[config.mk]
export PLATFORM = sky130hd
export DESIGN_NAME = oflow_history_line_fetcher
export DESIGN_NICKNAME = d
export VERILOG_FILES = /design/src/rtl/oflow_history_line_fetcher.sv
export SDC_FILE = /design/constraint.sdc
export NUM_CORES = 1
export LEC_CHECK = 0
export CORE_ASPECT_RATIO = 0.9
export CORE_MARGIN = 10
export CORE_UTILIZATION = 32
export CTS_CLUSTER_SIZE = 24
export DETAILED_ROUTE_END_ITERATION = 8
export SLEW_MARGIN = 20
export SYNTH_ARGS = -nofsm -noshare
export SYNTH_HDL_FRONTEND = slang
export SYNTH_SLANG_ARGS = --single-unit
export TNS_END_PERCENT = 50
[constraint.sdc]
create_clock -name clk -period 6.1 [get_ports clk]
set_input_delay 1.22 -clock clk [delete_from_list [all_inputs] [get_ports clk]]
set_output_delay 1.22 -clock clk [all_outputs]
set_load 0.01 [all_outputs]
[src/rtl/oflow_history_line_fetcher.sv]
// rtl/oflow_history_line_fetcher.sv - read-side line sequencer for the history-frame buffer wrapper
// Issues start_read/read_new_line, waits the wrapper latency and presents each line over valid/ready.
module oflow_history_line_fetcher #(
  parameter int DATA_WIDTH                  = 64,
  parameter int NUM_OF_HISTORY_FRAMES_WIDTH = 3,
  parameter int NUM_OF_BBOX_IN_FRAME_WIDTH  = 6,
  parameter int START_LAT                   = 1,
  parameter int LINE_LAT                    = 2
) (
  input  logic                                   clk,
  input  logic                                   reset_N,
  input  logic                                   start_fetch,
  input  logic [NUM_OF_HISTORY_FRAMES_WIDTH-1:0] num_of_history_frames,
  input  logic [NUM_OF_BBOX_IN_FRAME_WIDTH-1:0]  num_of_bbox_in_frame,
  output logic                                   rnw_st,
  output logic                                   start_read,
  output logic                                   read_new_line,
  input  logic                                   done_read,
  input  logic [DATA_WIDTH-1:0]                  mem_data_0,
  input  logic [DATA_WIDTH-1:0]                  mem_data_1,
  output logic                                   line_valid,
  input  logic                                   line_ready,
  output logic [DATA_WIDTH-1:0]                  line_data_0,
  output logic [DATA_WIDTH-1:0]                  line_data_1,
  output logic                                   line_pair_valid,
  output logic [NUM_OF_HISTORY_FRAMES_WIDTH-1:0] line_frame_idx,
  output logic [NUM_OF_BBOX_IN_FRAME_WIDTH-1:0]  line_idx,
  output logic                                   fetch_busy,
  output logic                                   fetch_done
);

  localparam int HW = NUM_OF_HISTORY_FRAMES_WIDTH;
  localparam int BW = NUM_OF_BBOX_IN_FRAME_WIDTH;
  localparam int CW = HW + BW;
  localparam int WW = 8;

  localparam logic [WW-1:0] START_CNT = WW'(START_LAT);
  localparam logic [WW-1:0] LINE_CNT  = WW'(LINE_LAT);
  localparam logic [WW-1:0] W_ONE     = WW'(1);
  localparam logic [BW-1:0] B_ONE     = BW'(1);
  localparam logic [HW-1:0] H_ONE     = HW'(1);
  localparam logic [CW-1:0] C_ONE     = CW'(1);

  typedef enum logic [1:0] {S_IDLE, S_WAIT, S_HOLD, S_DONE} state_t;

  state_t        state, next_state;
  logic [HW-1:0] h_q;
  logic [BW-1:0] b_q;
  logic [BW-1:0] lines_per_frame;
  logic [CW-1:0] total_lines;
  logic [CW-1:0] line_cnt;
  logic [CW-1:0] line_cnt_nxt;
  logic [WW-1:0] wait_cnt;
  logic          done_lat;
  logic          accept;
  logic          empty_cfg;
  logic          capture;
  logic          handshake;
  logic          lines_remain;
  logic          last_in_frame;

  // ceil(B/2) without needing an extra bit, and T at full width so it never truncates
  assign lines_per_frame = (b_q >> 1) + {{(BW-1){1'b0}}, b_q[0]};
  assign total_lines     = {{BW{1'b0}}, h_q} * {{HW{1'b0}}, lines_per_frame};
  assign line_cnt_nxt    = line_cnt + C_ONE;
  assign lines_remain    = line_cnt_nxt < total_lines;
  assign last_in_frame   = line_idx == (lines_per_frame - B_ONE);

  assign accept    = (state == S_IDLE) && start_fetch;
  assign empty_cfg = (num_of_history_frames == '0) || (num_of_bbox_in_frame == '0);
  assign capture   = (state == S_WAIT) && (wait_cnt == W_ONE);
  assign handshake = (state == S_HOLD) && line_ready;

  always_ff @(posedge clk or negedge reset_N) begin
    if (!reset_N) begin
      state <= S_IDLE;
    end else begin
      state <= next_state;
    end
  end

  always_comb begin
    next_state = state;
    case (state)
      S_IDLE: if (start_fetch) next_state = empty_cfg ? S_DONE : S_WAIT;
      S_WAIT: if (capture) next_state = S_HOLD;
      S_HOLD: if (line_ready) next_state = (lines_remain && !done_lat) ? S_WAIT : S_DONE;
      S_DONE: next_state = S_IDLE;
      default: next_state = S_IDLE;
    endcase
  end

  always_comb begin
    start_read    = 1'b0;
    read_new_line = 1'b0;
    fetch_busy    = 1'b0;
    rnw_st        = 1'b0;
    fetch_done    = 1'b0;
    case (state)
      S_IDLE: start_read = start_fetch && !empty_cfg;
      S_WAIT: begin
        fetch_busy = 1'b1;
        rnw_st     = 1'b1;
      end
      S_HOLD: begin
        fetch_busy    = 1'b1;
        rnw_st        = 1'b1;
        read_new_line = line_ready && lines_remain && !done_lat;
      end
      S_DONE: begin
        fetch_busy = 1'b1;
        rnw_st     = 1'b1;
        fetch_done = 1'b1;
      end
      default: ;
    endcase
  end

  always_ff @(posedge clk or negedge reset_N) begin
    if (!reset_N) begin
      h_q            <= '0;
      b_q            <= '0;
      line_cnt       <= '0;
      wait_cnt       <= '0;
      done_lat       <= 1'b0;
      line_valid     <= 1'b0;
      line_data_0    <= '0;
      line_data_1    <= '0;
      line_frame_idx <= '0;
      line_idx       <= '0;
    end else begin
      if (state == S_IDLE) begin
        done_lat <= 1'b0;
      end else if (done_read) begin
        done_lat <= 1'b1;
      end
      if (accept) begin
        h_q            <= num_of_history_frames;
        b_q            <= num_of_bbox_in_frame;
        line_cnt       <= '0;
        line_frame_idx <= '0;
        line_idx       <= '0;
        wait_cnt       <= START_CNT;
      end
      if (state == S_WAIT) begin
        wait_cnt <= wait_cnt - W_ONE;
        if (capture) begin
          line_data_0 <= mem_data_0;
          line_data_1 <= mem_data_1;
          line_valid  <= 1'b1;
        end
      end
      if (handshake) begin
        line_valid <= 1'b0;
        line_cnt   <= line_cnt_nxt;
        if (last_in_frame) begin
          line_idx       <= '0;
          line_frame_idx <= line_frame_idx + H_ONE;
        end else begin
          line_idx <= line_idx + B_ONE;
        end
        if (read_new_line) wait_cnt <= LINE_CNT;
      end
    end
  end

  // the padding flag only has meaning while a line is presented
  assign line_pair_valid = line_valid && !(b_q[0] && last_in_frame);

endmodule

Word level (Yosys, flattened, before mapping)
Cells that the tools add are included.
{"block": "totals", "ff_bits": 167, "out_inout_bits": 144}
{"block": "op_classes", "addsub": 6, "mul": 1, "magnitude_cmp": 1, "eq_ne": 8, "mux": 27, "n_reduce_logical": 24}
{"cell": "$mux W8", "n": 4}
{"cell": "$mux W6", "n": 3}
{"cell": "$mux W9", "n": 2}
{"cell": "$mux W2", "n": 5}
{"cell": "$add A9 B1 Y9 const B", "n": 1}
{"cell": "$logic_and A1 B1 Y1", "n": 9}
{"cell": "$lt A9 B9 Y1", "n": 1}
{"cell": "$mul A3 B6 Y9", "n": 1}
{"cell": "$mux W1", "n": 9}
{"cell": "$mux W3", "n": 3}
{"cell": "$eq A8 B1 Y1 const B", "n": 1}
{"cell": "$pmux W2 S4", "n": 1}
{"cell": "$reduce_bool A2 Y1", "n": 4}
{"cell": "$sub A8 B1 Y8 const B", "n": 1}
{"cell": "$add A5 B1 Y6", "n": 1}
{"cell": "$add A6 B1 Y6 const B", "n": 1}
{"cell": "$eq A6 B6 Y1", "n": 1}
{"cell": "$logic_not A6 Y1", "n": 1}
{"cell": "$ne A2 B2 Y1 const B", "n": 3}
{"cell": "$sub A6 B1 Y6 const B", "n": 1}
{"cell": "$eq A2 B2 Y1 const B", "n": 2}
{"cell": "$reduce_and A2 Y1", "n": 2}
{"cell": "$add A3 B1 Y3 const B", "n": 1}
{"cell": "$logic_not A1 Y1", "n": 3}
{"cell": "6 further kinds", "n": 6}

Logic depth before layout (Yosys ltp)
{"block": "depth", "word_depth": 8, "mapped_depth": 19}

Worst setup path after synthesis
OpenSTA, ideal clock, no wires.
{"block": "synth_path", "path_type": "register to output", "startpoint": "register b_q[0]", "endpoint": "output read_new_line", "arrival_time_ns": 3.904, "t_required_ns": 4.880, "slack_ns": 0.976, "stages_incl_launch_ff": 18, "path_cell_list": "dfrtp_1 > ha_1 > ha_1 > xor2_2 > and2_2 > fa_1 > ha_1 > fa_1 > a21oi_1 > nor2_1 > nor2_1 > xnor2_1 > ha_1 > a21oi_1 > nor2b_1 > o21ai_0 > and4_1 > clkbuf_1"}
{"block": "synth_via", "elab_chain_cells": 6}
{"element": "start: declaration", "line_no": "48", "source": "logic [BW-1:0] b_q;"}
{"element": "start signal: assignment", "line_no": "139", "source": "b_q <= num_of_bbox_in_frame;"}
{"element": "$add A5 B1 Y6", "line_no": "63", "source": "assign lines_per_frame = (b_q >> 1) + {{(BW-1){1'b0}}, b_q[0]};"}
{"element": "$mul A3 B6 Y9", "line_no": "64", "source": "assign total_lines = {{BW{1'b0}}, h_q} * {{HW{1'b0}}, lines_per_frame};"}
{"element": "$lt A9 B9 Y1", "line_no": "66", "source": "assign lines_remain = line_cnt_nxt < total_lines;"}
{"element": "$logic_and A1 B1 Y1 (2 in a row)", "line_no": "108", "source": "read_new_line = line_ready && lines_remain && !done_lat;"}
{"element": "$mux W1", "line_no": "99", "source": "case (state)"}
{"element": "end: declaration", "line_no": "17", "source": "output logic read_new_line,"}
No other way between the ends.

Worst setup path after layout
Same ends and word-level chain as after synthesis.

==> results_dict.tcl <==
set metrics [dict create \
    track_usage 0.1466 \
    ys_async_sr_fraction 1.000 \
    ys_seq_area_frac 0.5464 \
    synth.most_common_cell "dfrtp_1" \
    slew_headroom 0.3399 \
    r2r-end "wait_cnt[1]" \
    hp-class "flop to flop" \
    pre_cts_ws_ps 296.1 \
    postCtsHoldBufs 0 \
    swShare 0.3552 \
    r2r_cells 18 \
    min_period_ps 5500 \
    clk_latency_ps 420 \
    min-delay-start "line_valid" \
    crit_path_end_kind "primary output" \
    drtIter0Drc 181 \
    dr.pass1.iters 4 \
    synth_top_area_share 0.5464 \
    coreArea_sq_um 23480 \
    p_int_w 0.003985 \
    numClockSinks 167 \
    arrival_ps 4280 \
    vias 5479 \
    power_frac_seq 0.320 \
    power.share.clock 0.173 \
    worstPathRequired_ps 4880 \
    cts_tree "built" \
    synthFlopType "dfrtp_1" \
    power.switching_w 0.002195 \
    dieWidth_um 183.0 \
    remaining_drc_errors 0 \
    multi_input_area_sq_um 3277 \
    r2r-start "b_q[0]" \
    finalSetupViolCount 0 \
    timing.setup.tns_ps 0 \
    antenna_found_initial 0 \
    status "completed" \
    period_share 0.9016 \
    syn-cell-area_sq_um 7649 \
    cts-root-buf "clkbuf_16" \
    rsz0062_at_grt "no" \
    io_buffers 285 \
    min_to "line_valid" \
    yosysWarnings 0 \
    fp.dieArea_sq_um 30490 \
    p_leak_nw 4.885 \
    ioPinCount 286 \
    placementRows 53 \
    wl_um 22740 \
    worstSetupPathType "flop to primary output" \
    syn_inst 578 \
    insertedDiodeCount 0 \
    ir_worst_vdd_uv 226.9 \
    fillCellCount 2101 \
    die_y_um 166.7 \
    cts_buffers 17 \
    synth.distinct_cells 56 \
    r2r_slack_ps 1940 \
    start_util 0.3258 \
    crit_path_start_kind "flop" \
    htree_num_levels 4 \
    overflow 0 \
    antenna_left 0 \
    clk_pin_slew_ps 70 \
    yosysTopAreaCell "dfrtp_1" \
    p_comb_frac 0.508 \
    wl_per_cell_um 19.27 \
    power_density_nw_per_um2 542.2 \
    drive_above_1_share 0.2278 \
    synthTopCellsByArea "dfrtp_1 (55%), mux2_2 (20%), ha_1 (3.9%)" \
    tightest_slew_ps 990.1 \
    fin_util 0.4856 \
    avgSynthCellArea_sq_um 13.23 \
    finalMaxSlewViolations 0 \
    hold_path_depth 2 \
    grt_pass1_vias 5694 \
    yosys-top-cells-count "dfrtp_1 (167), mux2_2 (138), nand2_1 (30)" \
    syn2layout_area_growth_pct 49.03 \
    globalplace.congestion 0.7662 \
    max_cap_viol_count 0 \
    skew_ps 14.46 \
    detailed_place_hpwl_um 17060 \
    via_per_inst 4.643 \
    synth_nets 749 \
    grt_max_degree 78 \
    hold_violations 0 \
    cts_max_path_buffers 2 \
    path_max_fanout 6 \
    synth_edf_count 0 \
    fmax_ghz 0.1818 \
    ys_ff_latch 167 \
    final_nets 1036 \
    grt_pass1_wl_um 34600 \
    seq_area_sq_um 4180 \
    setup_ws_ps 600.0 \
]
## repair_timing
action,in CTS,in global routing
pin swaps,1,1
endpoints found under the setup margin,1,1
resized for setup,3,8
setup buffers,0,2
## critical path, stage by stage (launching register included)
cell,delay (ps)
dfrtp_1,400
ha_2,230
ha_4,200
xor2_4,170
and2_2,210
fa_1,450
ha_1,240
fa_1,400
a21oi_1,150
nor2_1,50
nor2_1,160
xnor2_1,140
ha_1,260
a21oi_1,140
nor2b_1,60
o21ai_1,160
and4_1,250
dlymetal6s2s_1,190
## flip-flops by register name, indices dropped and copies added (netlist names)
register	flops
h_q	3
line_data_0	64
wait_cnt	8
line_cnt	9
state	2
line_idx	6
line_data_1	64
b_q	6
done_lat	1
line_valid	1
line_frame_idx	3
## cell type report
| cell class | instances | area share |
|---|---|---|
| flip-flops and latches | 167 | 0.3667 |
| multi-input cells | 369 | 0.2875 |
| repair buffers | 294 | 0.2565 |
| clock buffers | 18 | 0.03765 |
| well taps | 302 | 0.03315 |
| clock inverters | 14 | 0.01317 |
| inverters | 16 | 0.005269 |
## per-stage QoR
| step | hold WS (ps) | cell area [sq um] | cells | power [W] |
|---|---|---|---|---|
| after global routing | 521.0 | 11400 | 1180 | 0.006633 |
| after CTS | 507.8 | 11350 | 1178 | 0.006250 |
| after floorplan | 464.6 | 7649 | 578 | 0.003650 |
| after detailed placement | 491.2 | 10750 | 1146 | 0.005116 |
| final | 503.7 | 11400 | 1180 | 0.006180 |
| after global placement | 485.7 | 10750 | 1146 | 0.005080 |
## worst max path at each step
stage           start       endpoint  slack [ps]  cells after the start
2_1_floorplan  b_q[0]  read_new_line         980                     17
3_3_place_gp   b_q[0]  read_new_line         400                     17
3_5_place_dp   b_q[0]  read_new_line         300                     17
4_1_cts        b_q[0]  read_new_line          20                     17
5_1_grt        b_q[0]  read_new_line         350                     17
6_report       b_q[0]  read_new_line         600                     17
## placed cells by master (no fill, tap or decap), types with 3 or more instances in the layout
cell type and n:
a21oi_1 10, nor4_1 3, a22o_1 8, nor2_1 25
inv_1 16, fa_1 5, nor2b_1 5, a21o_1 3
ha_1 22, nor3_1 3, and2_1 8, inv_8 5
clkinv_4 4, or4_1 4, inv_6 3, and3_1 4
o21ai_0 12, xnor2_1 10, o21a_1 5, clkbuf_16 17
dfrtp_1 166, nand2_1 29, buf_4 9, clkdlybuf4s50_1 283
xor2_1 10, or2_2 3, o21ai_1 3, nand3_1 17
mux2_2 138
## logic make-up (layout without fill, tap and decap cells)
logic type / count (synthesis) / in the layout / synth area share
muxes: 139 / 139 / 0.2045
AOI/OAI and AO/OA: 59 / 59 / 0.05431
and+or+nand+nor: 118 / 118 / 0.07934
buffers and inverters: 42 / 342 / 0.03272
xor gates and xnor gates: 24 / 24 / 0.03043
adders and majority gates: 29 / 29 / 0.05235
DFF: 167 / 167 / 0.5464
## routing by layer
layer | track usage | routed length (um)
met5 | 0 | 0
met4 | 0.03597 | 223
met3 | 0.04829 | 1505
met2 | 0.2490 | 11420
met1 | 0.1746 | 9591
## power by group through the flow
| stage | Combinational (W) | Sequential, W | Clock, W |
|---|---|---|---|
| 3_3_place_gp | 0.00311 | 0.00197 | 0 |
| 5_1_grt | 0.00342 | 0.00206 | 0.00115 |
| 6_report | 0.00314 | 0.00198 | 0.00107 |
| 3_5_place_dp | 0.00313 | 0.00198 | 0 |
| 4_1_cts | 0.00317 | 0.00197 | 0.00111 |
| 2_1_floorplan | 0.00151 | 0.00214 | 0 |
Note: power is estimated with default switching activity, not from simulation.
